[config.mk]
export PLATFORM = sky130hd
export DESIGN_NAME = lif_neuron
export DESIGN_NICKNAME = d
export VERILOG_FILES = /design/src/rtl/lif_neuron.sv
export SDC_FILE = /design/constraint.sdc
export NUM_CORES = 1
export LEC_CHECK = 0
export ABC_AREA = 1
export CAP_MARGIN = 20
export CORE_ASPECT_RATIO = 1.1
export CORE_MARGIN = 2
export CORE_UTILIZATION = 46
export CTS_BUF_LIST = sky130_fd_sc_hd__clkbuf_4 sky130_fd_sc_hd__clkbuf_8 sky130_fd_sc_hd__clkbuf_16
export CTS_CLUSTER_DIAMETER = 50
export DETAILED_ROUTE_END_ITERATION = 6
export HOLD_SLACK_MARGIN = 0.12
export PLACE_DENSITY = 0.68
export SLEW_MARGIN = 5
export SYNTH_ARGS = -nofsm -noshare
export SYNTH_HDL_FRONTEND = slang
export SYNTH_SLANG_ARGS = --single-unit
[constraint.sdc]
create_clock -name clk -period 7.49 [get_ports clk]
set_input_delay 1.1235 -clock clk [delete_from_list [all_inputs] [get_ports clk]]
set_output_delay 1.1235 -clock clk [all_outputs]
set_load 0.1 [all_outputs]
[src/rtl/lif_neuron.sv]
// Leaky integrate-and-fire neuron: a saturating membrane potential, fire on threshold, programmable refractory period.
// Optional saturating output-spike counter when LIF_SPIKE_COUNT_EN is defined.
module lif_neuron #(
   parameter int POT_W          = 12,
   parameter int LEAK           = 1,
   parameter int THRESHOLD      = 200,
   parameter int REFRACT_CYCLES = 4,
   parameter int COUNT_W        = 16
) (
   input  logic               clk,
   input  logic               rst,
   input  logic               spike_in,
   input  logic               enable,
   input  logic [7:0]         syn_weight,
   output logic               spike_out,
   output logic [POT_W-1:0]   membrane,
   output logic               refractory
`ifdef LIF_SPIKE_COUNT_EN
   ,
   output logic [COUNT_W-1:0] spike_count
`endif
);

   typedef enum logic [0:0] {INTEGRATE = 1'b0, REFRACTORY = 1'b1} state_t;

   localparam logic signed [POT_W+1:0] LEAK_S  = (POT_W+2)'(LEAK);
   localparam logic signed [POT_W+1:0] MAX_S   = {2'b00, {POT_W{1'b1}}};
   localparam logic [POT_W-1:0]        THRESH  = POT_W'(THRESHOLD);
   localparam logic [7:0]              REFRACT = 8'(REFRACT_CYCLES);

   state_t             state, state_next;
   logic [7:0]         cnt, cnt_next;
   logic [POT_W-1:0]   mem_next;
   logic               spike_next;
   logic               fire;
   logic [7:0]         weight_sel;
   logic signed [POT_W+1:0] sum;
   logic [POT_W-1:0]   clamped;

   // Two guard bits let the sum go negative or exceed the maximum before clamping.
   always_comb begin
      weight_sel = spike_in ? syn_weight : 8'd0;
      sum = $signed({2'b00, membrane}) + $signed({{(POT_W-6){1'b0}}, weight_sel}) - LEAK_S;
      if (sum < 0)
         clamped = '0;
      else if (sum > MAX_S)
         clamped = '1;
      else
         clamped = sum[POT_W-1:0];
   end

   always_ff @(posedge clk or posedge rst) begin
      if (rst) begin
         state     <= INTEGRATE;
         cnt       <= 8'd0;
         membrane  <= '0;
         spike_out <= 1'b0;
      end else begin
         state     <= state_next;
         cnt       <= cnt_next;
         membrane  <= mem_next;
         spike_out <= spike_next;
      end
   end

   always_comb begin
      state_next = state;
      cnt_next   = cnt;
      mem_next   = membrane;
      spike_next = 1'b0;
      fire       = 1'b0;
      if (enable) begin
         case (state)
            INTEGRATE: begin
               if (clamped >= THRESH) begin
                  fire       = 1'b1;
                  spike_next = 1'b1;
                  mem_next   = '0;
                  if (REFRACT != 8'd0) begin
                     state_next = REFRACTORY;
                     cnt_next   = REFRACT;
                  end
               end else begin
                  mem_next = clamped;
               end
            end
            REFRACTORY: begin
               mem_next = '0;
               cnt_next = cnt - 8'd1;
               if (cnt <= 8'd1) begin
                  state_next = INTEGRATE;
                  cnt_next   = 8'd0;
               end
            end
            default: state_next = INTEGRATE;
         endcase
      end
   end

   always_comb begin
      refractory = (state == REFRACTORY);
   end

`ifdef LIF_SPIKE_COUNT_EN
   always_ff @(posedge clk or posedge rst) begin
      if (rst)
         spike_count <= '0;
      else if (fire && (spike_count != {COUNT_W{1'b1}}))
         spike_count <= spike_count + 1'b1;
   end
`endif

endmodule

# Yosys cells after proc, flatten, opt, wreduce, memory -nomap -nowiden

Cells that the tools add are included.

Bitwise logic cells: 1
Reductions and logical operators: 1
Mux-type cells: 13
Magnitude comparators: 4
Equality and inequality tests: 1
Add/subtract/negate cells: 3

Operator list:

| cell                    | number |
|---|---|
| $mux W12                | 3 |
| $mux W8                 | 3 |
| $pmux W12 S2            | 1 |
| $pmux W8 S2             | 1 |
| $gt A14 B13 Y1 const B  | 1 |
| $lt A14 B1 Y1 const B   | 1 |
| $sub A13 B1 Y14 const B | 1 |
| $add A12 B8 Y13         | 1 |
| $ge A12 B8 Y1 const B   | 1 |
| $le A8 B1 Y1 const B    | 1 |
| $sub A8 B1 Y8 const B   | 1 |
| $mux W1                 | 4 |
| $ne A2 B2 Y1 const B    | 1 |
| $pmux W1 S2             | 1 |
| $reduce_and A2 Y1       | 1 |
| $not A1 Y1              | 1 |

Output and inout bits: 14
Input bits: 12
Register bits: 22
Logic and storage cells: 27

# Longest topological paths before layout

Gate-level depths: netlist (run 1).

Depth in word-level cells: 10
Gate-level depth with buffers: 22
Depth with buffers taken out: 20

# Worst setup path after synthesis (run 1)

Ideal clock, no wire load.

Path type: input to register
Start point: in spike_in
End point: reg membrane[0]
Setup time: 140 ps
Path buffers: 3
Data arrival time: 3,551 ps
Data required time: 7,350 ps
Slack: 3,800 ps
Stages on the path: 19
Cells stage by stage: clkbuf_1 nand2_1 ha_1 inv_1 ha_1 inv_1 fa_1 o21ai_4 nand3_2 nand3_2 nand3_2 buf_6 nand2_2 nand2_1 nor2_2 nand2_2 nand3_4 buf_8 o22ai_2

Word-level cells in the longest chain between the ends: 9
Elaborated cells on any way between the ends: 10
Classes of those cells: add/sub (2); order compare (3); mux (5)

RTL lines:

| item                   | RTL line | RTL |
|---|---|---|
| start: declaration     | 12       | `input logic spike_in,` |
| $mux W8 (*)            | 42       | `weight_sel = spike_in ? syn_weight : 8'd0;` |
| $add A12 B8 Y13 (*)    | 43       | `sum = $signed({2'b00, membrane}) + $signed({{(POT_W-6){1'b0}}, weight_sel}) - LEAK_S;` |
| $sub A13 B1 Y14 (*)    | 43       |  |
| $gt A14 B13 Y1         | 46       | `else if (sum > MAX_S)` |
| $mux W12               | 46       |  |
| $mux W12 (*)           | 44       | `if (sum < 0)` |
| $ge A12 B8 Y1          | 75       | `if (clamped >= THRESH) begin` |
| $mux W12 (*)           | 75       |  |
| $pmux W12 S2 (*)       | 73       | `case (state)` |
| end signal: assignment | 61       | `membrane <= mem_next;` |
| end: declaration       | 16       | `output logic [POT_W-1:0] membrane,` |

Every way passes the cells marked *; elsewhere a longest branch is shown, timed or not.
A chain may end at the register's enable or synchronous reset.

# Final worst setup path (run 1)

Start point: in spike_in
End point: reg cnt[4]

Word-level cells in the longest chain between the ends: 9
Elaborated cells on any way between the ends: 10
Classes of those cells: add/sub (2); order compare (3); eq/ne (1); mux (3); reduce/logical (1)

RTL lines:

| item                            | RTL line | RTL |
|---|---|---|
| $mux W8 (*)                     | 42       |  |
| $add A12 B8 Y13 (*)             | 43       |  |
| $sub A13 B1 Y14 (*)             | 43       |  |
| $gt A14 B13 Y1                  | 46       |  |
| $mux W12                        | 46       |  |
| $mux W12 (*)                    | 44       |  |
| $ge A12 B8 Y1 (*)               | 75       |  |
| $ne A2 B2 Y1 (no line) (*)      | --       |  |
| $reduce_and A2 Y1 (no line) (*) | --       |  |
| end signal: assignment          | 60       | `cnt <= cnt_next;` |
| end: declaration                | 32       | `logic [7:0] cnt, cnt_next;` |

Marks and branches as above.

==> impl_metrics.toml, run 1 <==
[outcome]
status = "finished, final reports clean"

[worst_setup_path]
cp-end-kind = "flip-flop"
critPathMaxStageDelay_ps = 600
arrival_ps = 4520
critPathSlowestCell = "clkdlybuf4s50_1"
worstPathRequired_ps = 7640
critical_path_class = "primary input to flip-flop"
critPathLaunchType = "primary input"
crit_fanout = 17
cpMostUsedCell = "nand2_1"
path_cells = "clkdlybuf4s50_1 > nand2_1 > ha_1 > inv_1 > ha_1 > inv_1 > fa_1 > o21ai_4 > nand3_2 > nand3_2 > nand3_2 > nand2_1 > nand2_1 > nand3_1 > nand2_2 > nand3_4 > nand2_2 > nand2_1 > nand2_1"

[clock_tree]
cts-root-buf = "clkbuf_8"
clk_pin_slew_ps = 80
cts_sinks = 22
cts-htree-levels = 1
clkLatencyLatePin_ps = 260
cts.repair.resized = 0
cts.path.max_buffers = 2
cts_tree = "yes"
ctsHoldBuffers = 0
numCtsBuffers = 3
cts_setup_buffers = 0

[die]
io_pins = 26
core-area_sq_mm = 0.00435
die_h_um = 74.8
die_w_um = 68.4
die_area_sq_mm = 0.00511
row_count = 25
start_util = 0.482

[detailed_routing]
via_count = 1791
firstDrtPassIters = 4
vias_per_cell = 4.83
drt_wl_total_um = 4350
wire_per_inst_um = 11.7
ant_nets = 0
drc = 0
first_iter_violations = 90

[global_route]
grt_overflow = 0
grt_pass1_wl_um = 7680
grt_antenna_before_repair = 0
grt_max_degree = 28
grt_usage = 0.195
grt_pass1_vias = 1773

[place]
placed_cell_area_sq_mm = 0.00237
numPortBuffers = 25
hpwl_um = 3670
place.gp.congestion = 0.839
post-place-cells = 368
pre_cts_slack_ps = 2840

[power]
internal_power_mw = 0.401
swShare = 0.546
comb_power_share = 0.709
max-vdd-ir-drop_v = 0.000166
power_mw = 0.884
powerDensity_mw_per_mm2 = 366
sequentialPowerShare = 0.210
pwr-share-clk = 0.081
p_leak_nw = 1.26
p_switching_mw = 0.483

[sta]
finalClockSkew_ps = 7.23
fmax_mhz = 229
maxSlewViolCount = 0
final.min_clock_period_ps = 4370
hold_slack_ps = 515
relSlewSlack = 0.345
hold_viol = 0
finalCritPeriodShare = 0.583
tightest_slew_ps = 979
setup_viol = 0
grt_setup_unrepaired = "false"
worst_slack_ps = 3120
fin_tns_setup_ps = 0

[cells_and_area]
antennaDiodeCount = 0
final_layout_size_suffix_gt1_frac = 0.110
fin_area_sq_mm = 0.00241
stdcell_count = 371
postLayoutCoreUtil = 0.555
n_fill_cell = 433
syn2layout_area_growth_pct = 15.2
nets = 354

[job]
max_cap_violations = 0

[synth]
yosys-top-cells-area = "dfrtp_1, nand2_1, ha_1, inv_1, nor2_1"
avgSynthCellArea_sq_um = 7.10
synth_cells = 295
syn_area_sq_mm = 0.00210
yosys_warnings = 0
yosysSeqAreaShare = 0.263
synth_top_area_share = 0.263
synth_nets = 330
synth_seq_cells = 22
synth.distinct_cells = 32
yosysTopAreaCell = "dfrtp_1"

[min_path]
min_path_type = "flip-flop to flip-flop"
-- power groups by stage --
| stage | sequential [mW] | clock, mW | combinational (mW) |
|---|---|---|---|
| 6_report | 0.186 | 0.0715 | 0.626 |
| 4_1_cts | 0.186 | 0.0734 | 0.633 |
| 5_1_grt | 0.190 | 0.0767 | 0.704 |
| 3_5_place_dp | 0.188 | 0 | 0.630 |
| 3_3_place_gp | 0.187 | 0 | 0.622 |
| 2_1_floorplan | 0.268 | 0 | 0.441 |
-- cells in the final DEF, fill, tap and decap left out, drive strengths merged --
master,n
ha,22
xnor2,6
a21oi,8
nor3,4
o2111ai,1
nand4,2
o21bai,2
buf,1
o22ai,8
clkdlybuf4s50,25
nor2,31
fa,1
nand3,25
a211oi,1
inv,51
xor2,5
o21ai,4
dfrtp,22
clkbuf,3
nand2,95
-- cell usage after synthesis (all sizes together) --
| master | instances |
|---|---|
| o22ai | 8 |
| nand4 | 2 |
| xnor2 | 6 |
| nor2 | 31 |
| o2111ai | 1 |
| a211oi | 1 |
| nand3 | 25 |
| dfrtp | 22 |
| o21ai | 4 |
| inv | 51 |
| nand2 | 95 |
| ha | 22 |
| buf | 5 |
| a21oi | 8 |
| fa | 1 |
| xor2 | 5 |
| nor3 | 4 |
| o21bai | 2 |
| clkbuf | 2 |
-- registers in the layout (all words and copies together) (netlist names) --
name / count
spike_out: 1
membrane: 12
refractory: 1
cnt: 8
-- area by class of cell --
cell class / count / area [sq um] / share of cell area
Multi-Input combinational cell: 215 / 1310 / 0.541
Inverter: 51 / 191 / 0.0793
Timing Repair Buffer: 26 / 258 / 0.107
Tap cell: 54 / 67.6 / 0.0280
Clock buffer: 3 / 41.3 / 0.0171
Sequential cell: 22 / 551 / 0.228
-- routing by layer --
layer	global-route usage	routed length [um]	up-vias
met4	0.0533	46	0
met3	0.00897	46	4
li1	-	-	967
met1	0.248	1990	804
met2	0.356	2270	16
met5	0	0	-
-- cells by family (layout without fill, tap and decap cells) --
logic type / after synthesis / count (layout) / synth area share
AO/OA/AOI/OAI: 24 / 24 / 0.0985
adder cells (fa/ha/maj): 23 / 23 / 0.141
AND/OR/NAND/NOR: 157 / 157 / 0.338
buffers and inverters: 58 / 80 / 0.114
flip-flops: 22 / 22 / 0.263
XOR/XNOR: 11 / 11 / 0.0460
-- path summary, 6_finish.rpt --
path / endpoint / from / cells past startpoint / slack (ps)
max: cnt[4]$_DFFE_PP0P_ / spike_in / 19 / 3120
min: cnt[1]$_DFFE_PP0P_ / cnt[1]$_DFFE_PP0P_ / 2 / 520
max reg2reg: cnt[4]$_DFFE_PP0P_ / membrane[1]$_DFFE_PP0P_ / 18 / 4230
min reg2reg: cnt[1]$_DFFE_PP0P_ / cnt[1]$_DFFE_PP0P_ / 2 / 520
max in group asynchronous: cnt[2]$_DFFE_PP0P_ / rst / 2 / 5630
min in group asynchronous: cnt[1]$_DFFE_PP0P_ / rst / 2 / 1330
-- critical path, delay by kind of cell --
kind                     cells  cell delay (ps)
AND/OR/NAND/NOR             12             1550
AO/OA/AOI/OAI                1              210
buffers and inverters        3              720
adder cells (fa/ha/maj)      3              890
No activity file was read; power rests on OpenSTA's default activity.
==> inputs of run 2 (changes only) <==
Settings changed: PLACE_DENSITY 0.68 to 0.71.
Clock period 7.49 ns to 3.65 ns, I/O delays scaled along.
==> impl_metrics.toml, run 2 (synthesis results as in run 1) <==
[worst_setup_path]
critPathLaunchType = "primary input"
cpMostUsedCell = "nand2_1"
ff2ff_setup_slack_ps = 880
worstPathRequired_ps = 3800
path_delay_family = "simple AND/OR/NAND/NOR gates"
path_cells = "clkdlybuf4s50_1 > nand2_1 > ha_1 > inv_1 > ha_1 > a21oi_1 > nand2_1 > nand3_1 > nand4_1 > nand3_4 > nand2_1 > nand2_1 > nand2_1 > nor2_4 > nand3_4 > buf_4 > nand3_1 > nand2_1"
arrival_ps = 3270
crit_fanout = 10
critical_path_class = "primary input to flip-flop"
critPathMaxStageDelay_ps = 460
critPathBufInv = 3
critPathSlowestCell = "clkdlybuf4s50_1"
cp-end-kind = "flip-flop"

[power]
swShare = 0.536
max-vdd-ir-drop_v = 0.000331
internal_power_mw = 0.869
powerDensity_mw_per_mm2 = 754
pwr-share-clk = 0.077
comb_power_share = 0.720
power_mw = 1.87
p_leak_nw = 1.30
sequentialPowerShare = 0.203
p_switching_mw = 1.00

[global_route]
grt_pass1_vias = 1795
grt_pass1_wl_um = 7670
grt_max_degree = 23
grt_usage = 0.194
grt_overflow = 0
grt_antenna_before_repair = 0

[clock_tree]
cts.path.max_buffers = 2
clk_pin_slew_ps = 70
cts-root-buf = "clkbuf_8"
clkLatencyLatePin_ps = 260
cts-htree-levels = 1
cts_sinks = 22
cts_setup_buffers = 0
numCtsBuffers = 3
cts_tree = "yes"

[place]
post-place-cells = 374
place.gp.congestion = 0.822
numPortBuffers = 25
hpwl_um = 3590

[detailed_routing]
first_iter_violations = 67
vias_per_cell = 4.88
wire_per_inst_um = 11.4
drt_wl_total_um = 4300
via_count = 1838
firstDrtPassIters = 4
ant_nets = 0
drc = 0

[cells_and_area]
final_layout_size_suffix_gt1_frac = 0.127
largest_reg_flops = 12
final_cell_mix = "nand2_1, inv_1, nor2_1, clkdlybuf4s50_1"
top_register = "membrane"
n_fill_cell = 416
nets = 360
syn2layout_area_growth_pct = 18.4
final_common_cell = "nand2_1"
antennaDiodeCount = 0
largest_registers = "membrane: 12 flops, cnt: 8 flops"
stdcell_count = 377

[sta]
tightest_slew_ps = 968
fmax_mhz = 320
grt_setup_unrepaired = "false"
relSlewSlack = 0.353
maxSlewViolCount = 0
setup_viol = 0
hold_viol = 0
fin_tns_setup_ps = 0
finalCritPeriodShare = 0.856
finalClockSkew_ps = 2.38
final.min_clock_period_ps = 3120

[die]
row_count = 25
die_area_sq_mm = 0.00511
core-area_sq_mm = 0.00435
die_w_um = 68.4
io_pins = 26
die_h_um = 74.8
start_util = 0.482

[job]
max_cap_violations = 0

[min_path]
min_path_type = "flip-flop to flip-flop"

[outcome]
status = "finished, final reports clean"
## run 2: cell types whose count changed in the layout (fill, tap and decap cells not counted)
cell / change
nand3_2: -1
nand3_4: +1
dlymetal6s2s_1: +1
clkdlybuf4s50_1: -1
buf_12: +1
buf_4: +5
## run 2: layout make-up
cell class | instances | area, sq um | share of cell area
well taps | 54 | 67.6 | 0.0272
clock buffers | 3 | 41.3 | 0.0166
repair buffers | 32 | 318 | 0.128
inverters | 51 | 191 | 0.0771
multi-input cells | 215 | 1310 | 0.529
flip-flops and latches | 22 | 551 | 0.222
## run 2: metal layers
metal / share of wire / track usage / wire length (um) / vias to the layer above
li1: - / - / - / 977
met1: 0.47 / 0.254 / 2030 / 844
met2: 0.51 / 0.345 / 2170 / 13
met3: 0.0093 / 0.00897 / 40 / 4
met4: 0.014 / 0.0600 / 60 / 0
met5: 0 / 0 / 0 / -
## run 2: through the flow
step,hold slack [ps],worst slack [ps],instance area [sq um],util
after detailed placement,513,30.7,2430,0.559
after global routing,556,228,2480,0.571
after global placement,495,66.9,2430,0.559
final,526,526,2480,0.571
after floorplan,464,247,2100,-
after CTS,532,283,2470,0.569
## run 2: path summary, 6_finish.rpt
path | startpoint | endpoint | cells after the start
worst max-delay path | syn_weight[3] | cnt[6]$_DFFE_PP0P_ | 18
worst min register to register | cnt[1]$_DFFE_PP0P_ | cnt[1]$_DFFE_PP0P_ | 2
worst max register to register | membrane[1]$_DFFE_PP0P_ | cnt[4]$_DFFE_PP0P_ | 18
min in group asynchronous | rst | cnt[0]$_DFFE_PP0P_ | 2
max in group asynchronous | rst | cnt[6]$_DFFE_PP0P_ | 2
worst min-delay path | cnt[1]$_DFFE_PP0P_ | cnt[1]$_DFFE_PP0P_ | 2
## run 2: power groups by stage
stage	registers, mW	logic [mW]	clock network (mW)
final	0.380	1.35	0.145
after floorplan	0.551	0.906	0
after CTS	0.379	1.35	0.146
after detailed placement	0.383	1.34	0
after global placement	0.382	1.33	0
after global routing	0.387	1.52	0.155
## run 2: worst register-to-register path: stages, from the launching register on
cell and delay [ps]:
dfrtp_1 380, inv_1 100, ha_1 230, inv_1 60, ha_1 160, inv_1 60, fa_1 440, o21ai_4 210
nand3_2 80, nand3_2 90, nand3_4 140, nand2_1 120, nand2_1 50, nand3_1 90, nand2_2 70, nand3_4 90
nand2_2 120, nand2_1 100, nand2_1 50
## run 2: timing repair
item                                    CTS  global route
resized for setup                         0             2
endpoints found under the setup margin    0             3
hold buffers                              0             0
==> patch 1 (config.mk and constraints of run 2) <==
Change the parameter `POT_W` from 12 to 6.
--- a/src/rtl/lif_neuron.sv
+++ b/src/rtl/lif_neuron.sv
@@ -1,7 +1,7 @@
 // Leaky integrate-and-fire neuron: a saturating membrane potential, fire on threshold, programmable refractory period.
 // Optional saturating output-spike counter when LIF_SPIKE_COUNT_EN is defined.
 module lif_neuron #(
-   parameter int POT_W          = 12,
+   parameter int POT_W          = 6,
    parameter int LEAK           = 1,
    parameter int THRESHOLD      = 200,
    parameter int REFRACT_CYCLES = 4,
Interface: changed (resized membrane); port bits go from 26 to 20. The function was not compared with the original's and may differ.
==> patch 1 against run 2 <==
Fmax rose by 6.5%; sequential cell count is 6 lower; synthesized area decreased by 36%; power is 54% lower; combinational power is 65% lower; register-to-register slack improved by 0.43 ns; routed wire length down 37%; non-clock buffer count shrank 13; design area down 36%; clock power decreased by 21%; setup slack improved by 0.19 ns; largest cell class unchanged; largest power group unchanged.
==> patch 1: results <==
[global_route]
grtUsageTotal_pct = 17.21
grt_max_degree = 17
grt_pass1_vias = 1087
grt_pass1_wl_um = 4554

[placed_design]
dp_hpwl_um = 2315
dpl_cell_area_um2 = 1555
dp_slack_ns = 0.3912
place_congestion = 0.7786
portBuffers = 19

[power_and_ir_drop]
ir_drop_v = 0.0004267
leakagePower_nw = 0.8422

[setup_path]
cp-startpoint = "spike_in"
reg2reg_depth = 15
arrival_ns = 3.12
cp_slowest_stage_delay_ns = 0.64
r2r_setup_slack_ns = 1.31
worst_r2r_endpoint = "cnt[1]$_DFFE_PP0P_"

[detailed_routing]
dr_wl_met2_um = 1499
detail_route.wl_per_cell_um = 11.28
via_count = 1180
wl_met3_um = 44
wl_met1_um = 1109
drtIter0Drc = 46

[timing]
slew_headroom_pct = 35.18
finalClockSkew_ns = 0.003864
hold_ws_ns = 0.5425

[cts]
cts_root_buf = "clkbuf_4"
clk_pin_slew_ns = 0.09
post_cts_buffers = 0

[synthesis]
synth_common_cells = "nand2_1 (44), inv_1 (31), nor2_1 (21)"
ys_seq_area_share_pct = 29.88
ys_types = 28
syn-num-nets = 212

[worst_hold_path]
min_delay_worst_endpoint = "membrane[5]$_DFFE_PP0P_"
min-delay-start = "membrane[5]$_DFFE_PP0P_"

[final_layout]
drive_gt1_share_pct = 11.17
nFillCells = 270
fin_nets = 234

[run_status]
status = "complete, no violations"
patch 1: cell types whose count changed in the layout (fill, tap and decap cells not counted), sizes merged, moves of 8 or more:
cell,before,now
inv,51,33
o22ai,8,0
nand2,95,53
ha,22,14
patch 1: through the flow:
stage | total power, mW | instances | util [%]
after global placement | 0.7313 | 235 | 55.99
after global routing | 0.9335 | 239 | 57.30
after floorplan | 0.6402 | 185 | -
after CTS | 0.8616 | 239 | 57.30
final | 0.8564 | 239 | 57.30
after detailed placement | 0.7461 | 235 | 55.99
patch 1: power by group:
part           switching (mW)  internal, mW  total [mW]
combinational           0.300         0.171       0.471
sequential             0.0504         0.220       0.271
clock                  0.0533        0.0607       0.114
total                   0.404         0.453       0.856
patch 1: layout make-up:
type	instances	share of cell area, %
Sequential cell	16	25.16
Inverter	33	7.783
Tap cell	33	2.594
Timing Repair Buffer	19	11.95
Clock buffer	4	2.280
Multi-Input combinational cell	134	50.24
patch 1: worst min-delay path: stages (launching register included):
cell and delay [ns]:
dfrtp_1 0.36, inv_1 0.06, nor2_1 0.08
patch 1: worst max path at each step:
stage	slack, ns	depth (start not counted)	end
after floorplan	0.78	13	cnt[2]$_DFFE_PP0P_
after global placement	0.49	14	cnt[3]$_DFFE_PP0P_
after detailed placement	0.39	14	cnt[1]$_DFFE_PP0P_
after CTS	0.70	14	cnt[1]$_DFFE_PP0P_
after global routing	0.50	16	cnt[0]$_DFFE_PP0P_
final	0.72	16	cnt[1]$_DFFE_PP0P_
patch 1: cells by family after synthesis:
kind of cell | count (synthesis) | synth area share, %
buffers and inverters | 35 | 10.46
AOI/OAI and AO/OA | 10 | 4.481
DFF | 16 | 29.88
xor gates and xnor gates | 5 | 3.269
and+or+nand+nor | 104 | 37.35
adders and majority gates | 15 | 14.57
patch 1: routing by layer:
layer / global-route usage [%] / vias up
li1: - / 616
met4: 7.317 / 0
met1: 19.41 / 544
met3: 0.6397 / 4
met2: 34.52 / 16
met5: 0 / -
==> patch 2 (config.mk and constraints of run 2) <==
Made on the original files. Take the reset off `membrane` and load it in a clocked block of its own.
--- a/src/rtl/lif_neuron.sv
+++ b/src/rtl/lif_neuron.sv
@@ -53,14 +53,16 @@
       if (rst) begin
          state     <= INTEGRATE;
          cnt       <= 8'd0;
-         membrane  <= '0;
          spike_out <= 1'b0;
       end else begin
          state     <= state_next;
          cnt       <= cnt_next;
-         membrane  <= mem_next;
          spike_out <= spike_next;
       end
+   end
+
+   always_ff @(posedge clk) begin
+      membrane <= mem_next;
    end
 
    always_comb begin
Function: changed (Yosys sat finds a counterexample within 4 cycles, from zero or initial values and one cycle with rst high).
==> patch 2 against run 2 <==
Critical path depth unchanged; worst hold slack worse by 0.018 ns; highest routed layer unchanged; routed wire length down 4.5%; largest cell class unchanged; power down 32%; global-route usage down 2.5 points; synthesized cell count up 3.1%; clock power up 3%; sequential cell count unchanged; setup slack worse by 0.18 ns; synthesized area up 3.4%; largest power group unchanged; non-clock buffer count down 1; clock skew about the same; design area up 3.7%.
==> patch 2: results <==
[run_status]
status = "complete, no violations"

[placed_design]
dp_hpwl_um = 3458
dp.cells = 389
dp_slack_ns = -0.05196
place_congestion = 0.8947

[detailed_routing]
drtIter0Drc = 65
detail_route.wl_per_cell_um = 10.42
viasPerCell = 4.815
wl_um = 4104

[global_route]
grt_pass1_vias = 1809
grt_util_met3_pct = 1.323
grt.met2_usage_pct = 32.02
grtUsageTotal_pct = 16.97

[synthesis]
synthCells = 304
synth_common_cells = "nand2_1 (92), inv_1 (58), nor2_1 (24)"
synth_edf_count = 12
synth_area_leaders = "edfxtp_1 (17%), nand2_1 (16%), ha_1 (13%)"
synthFlopType = "edfxtp_1"
ys_seq_area_share_pct = 28.18
ys_types = 33

[power_and_ir_drop]
switchingPower_mw = 0.6043
ir_drop_v = 0.0005709

[setup_path]
arrival_ns = 3.32
cp_max_fo = 9
cp_slowest_stage_delay_ns = 0.52
-- patch 2: changes by cell type in the layout (fill, tap and decap cells not counted), sizes merged, moves of 4 or more --
| cell | change |
|---|---|
| conb | +4 |
| edfxtp | +12 |
| nand3 | +5 |
| inv | +9 |
| nor2 | +4 |
| nand2 | +4 |
| o22ai | -8 |
| dfrtp | -12 |
-- patch 2: final timing paths --
path	startpoint	to	slack (ns)	depth (start not counted)
worst max-delay path	spike_in	membrane[0]$_SDFFCE_PP0P_	0.35	18
worst min-delay path	cnt[1]$_DFFE_PP0P_	cnt[1]$_DFFE_PP0P_	0.51	2
worst max register to register	membrane[1]$_SDFFCE_PP0P_	membrane[0]$_SDFFCE_PP0P_	0.85	20
worst min register to register	cnt[1]$_DFFE_PP0P_	cnt[1]$_DFFE_PP0P_	0.51	2
max in group asynchronous	rst	cnt[4]$_DFFE_PP0P_	2.81	2
min in group asynchronous	rst	cnt[0]$_DFFE_PP0P_	0.56	2
-- patch 2: kinds of logic after synthesis --
family	after synthesis	share of synthesized area, %
buf+inv	65	11.84
simple gates	174	39.61
fa+ha+maj	23	13.63
flops	22	28.18
other cells	1	0.1730
compound gates	11	3.349
xor+xnor	8	3.233
-- patch 2: cell type report --
class,count,area (um2),area share (%)
Clock buffer,3,41.29,1.604
Multi-Input combinational cell,220,1311,50.95
Timing Repair Buffer,31,307.8,11.96
Tap cell,56,70.07,2.722
Clock inverter,1,3.754,0.1458
Inverter,61,229.0,8.896
Sequential cell,22,610.6,23.72
-- patch 2: critical path: cells and delay by family --
kind / cells / cell delay, ns
buffers and inverters: 5 / 0.95
adder cells (fa/ha/maj): 2 / 0.62
AND/OR/NAND/NOR: 11 / 1.17
-- patch 2: per-stage QoR --
stage                     hold slack [ns]  TNS [ns]
after global placement             0.4860         0
final                              0.5078         0
after global routing               0.5581         0
after floorplan                    0.3877         0
after CTS                          0.5068         0
after detailed placement           0.4859   -0.1864
-- patch 2: repair_timing --
action | 4_1_cts | 5_1_grt
hold endpoints to repair | 0 | 0
setup endpoints to repair | 0 | 1
setup buffers | 0 | 1
-- patch 2: metal layers --
layer,routed length (um),vias up
met3,100,4
met2,2094,22
met4,39,0
met1,1869,867
met5,0,-
li1,-,1004
-- patch 2: power by group through the flow --
| stage | Clock [mW] | Sequential [mW] | Combinational (mW) |
|---|---|---|---|
| after floorplan | 0 | 0.478 | 0.498 |
| after global placement | 0 | 0.383 | 0.728 |
| after detailed placement | 0 | 0.383 | 0.737 |
| after CTS | 0.156 | 0.379 | 0.739 |
| after global routing | 0.165 | 0.391 | 0.835 |
| final | 0.149 | 0.380 | 0.736 |
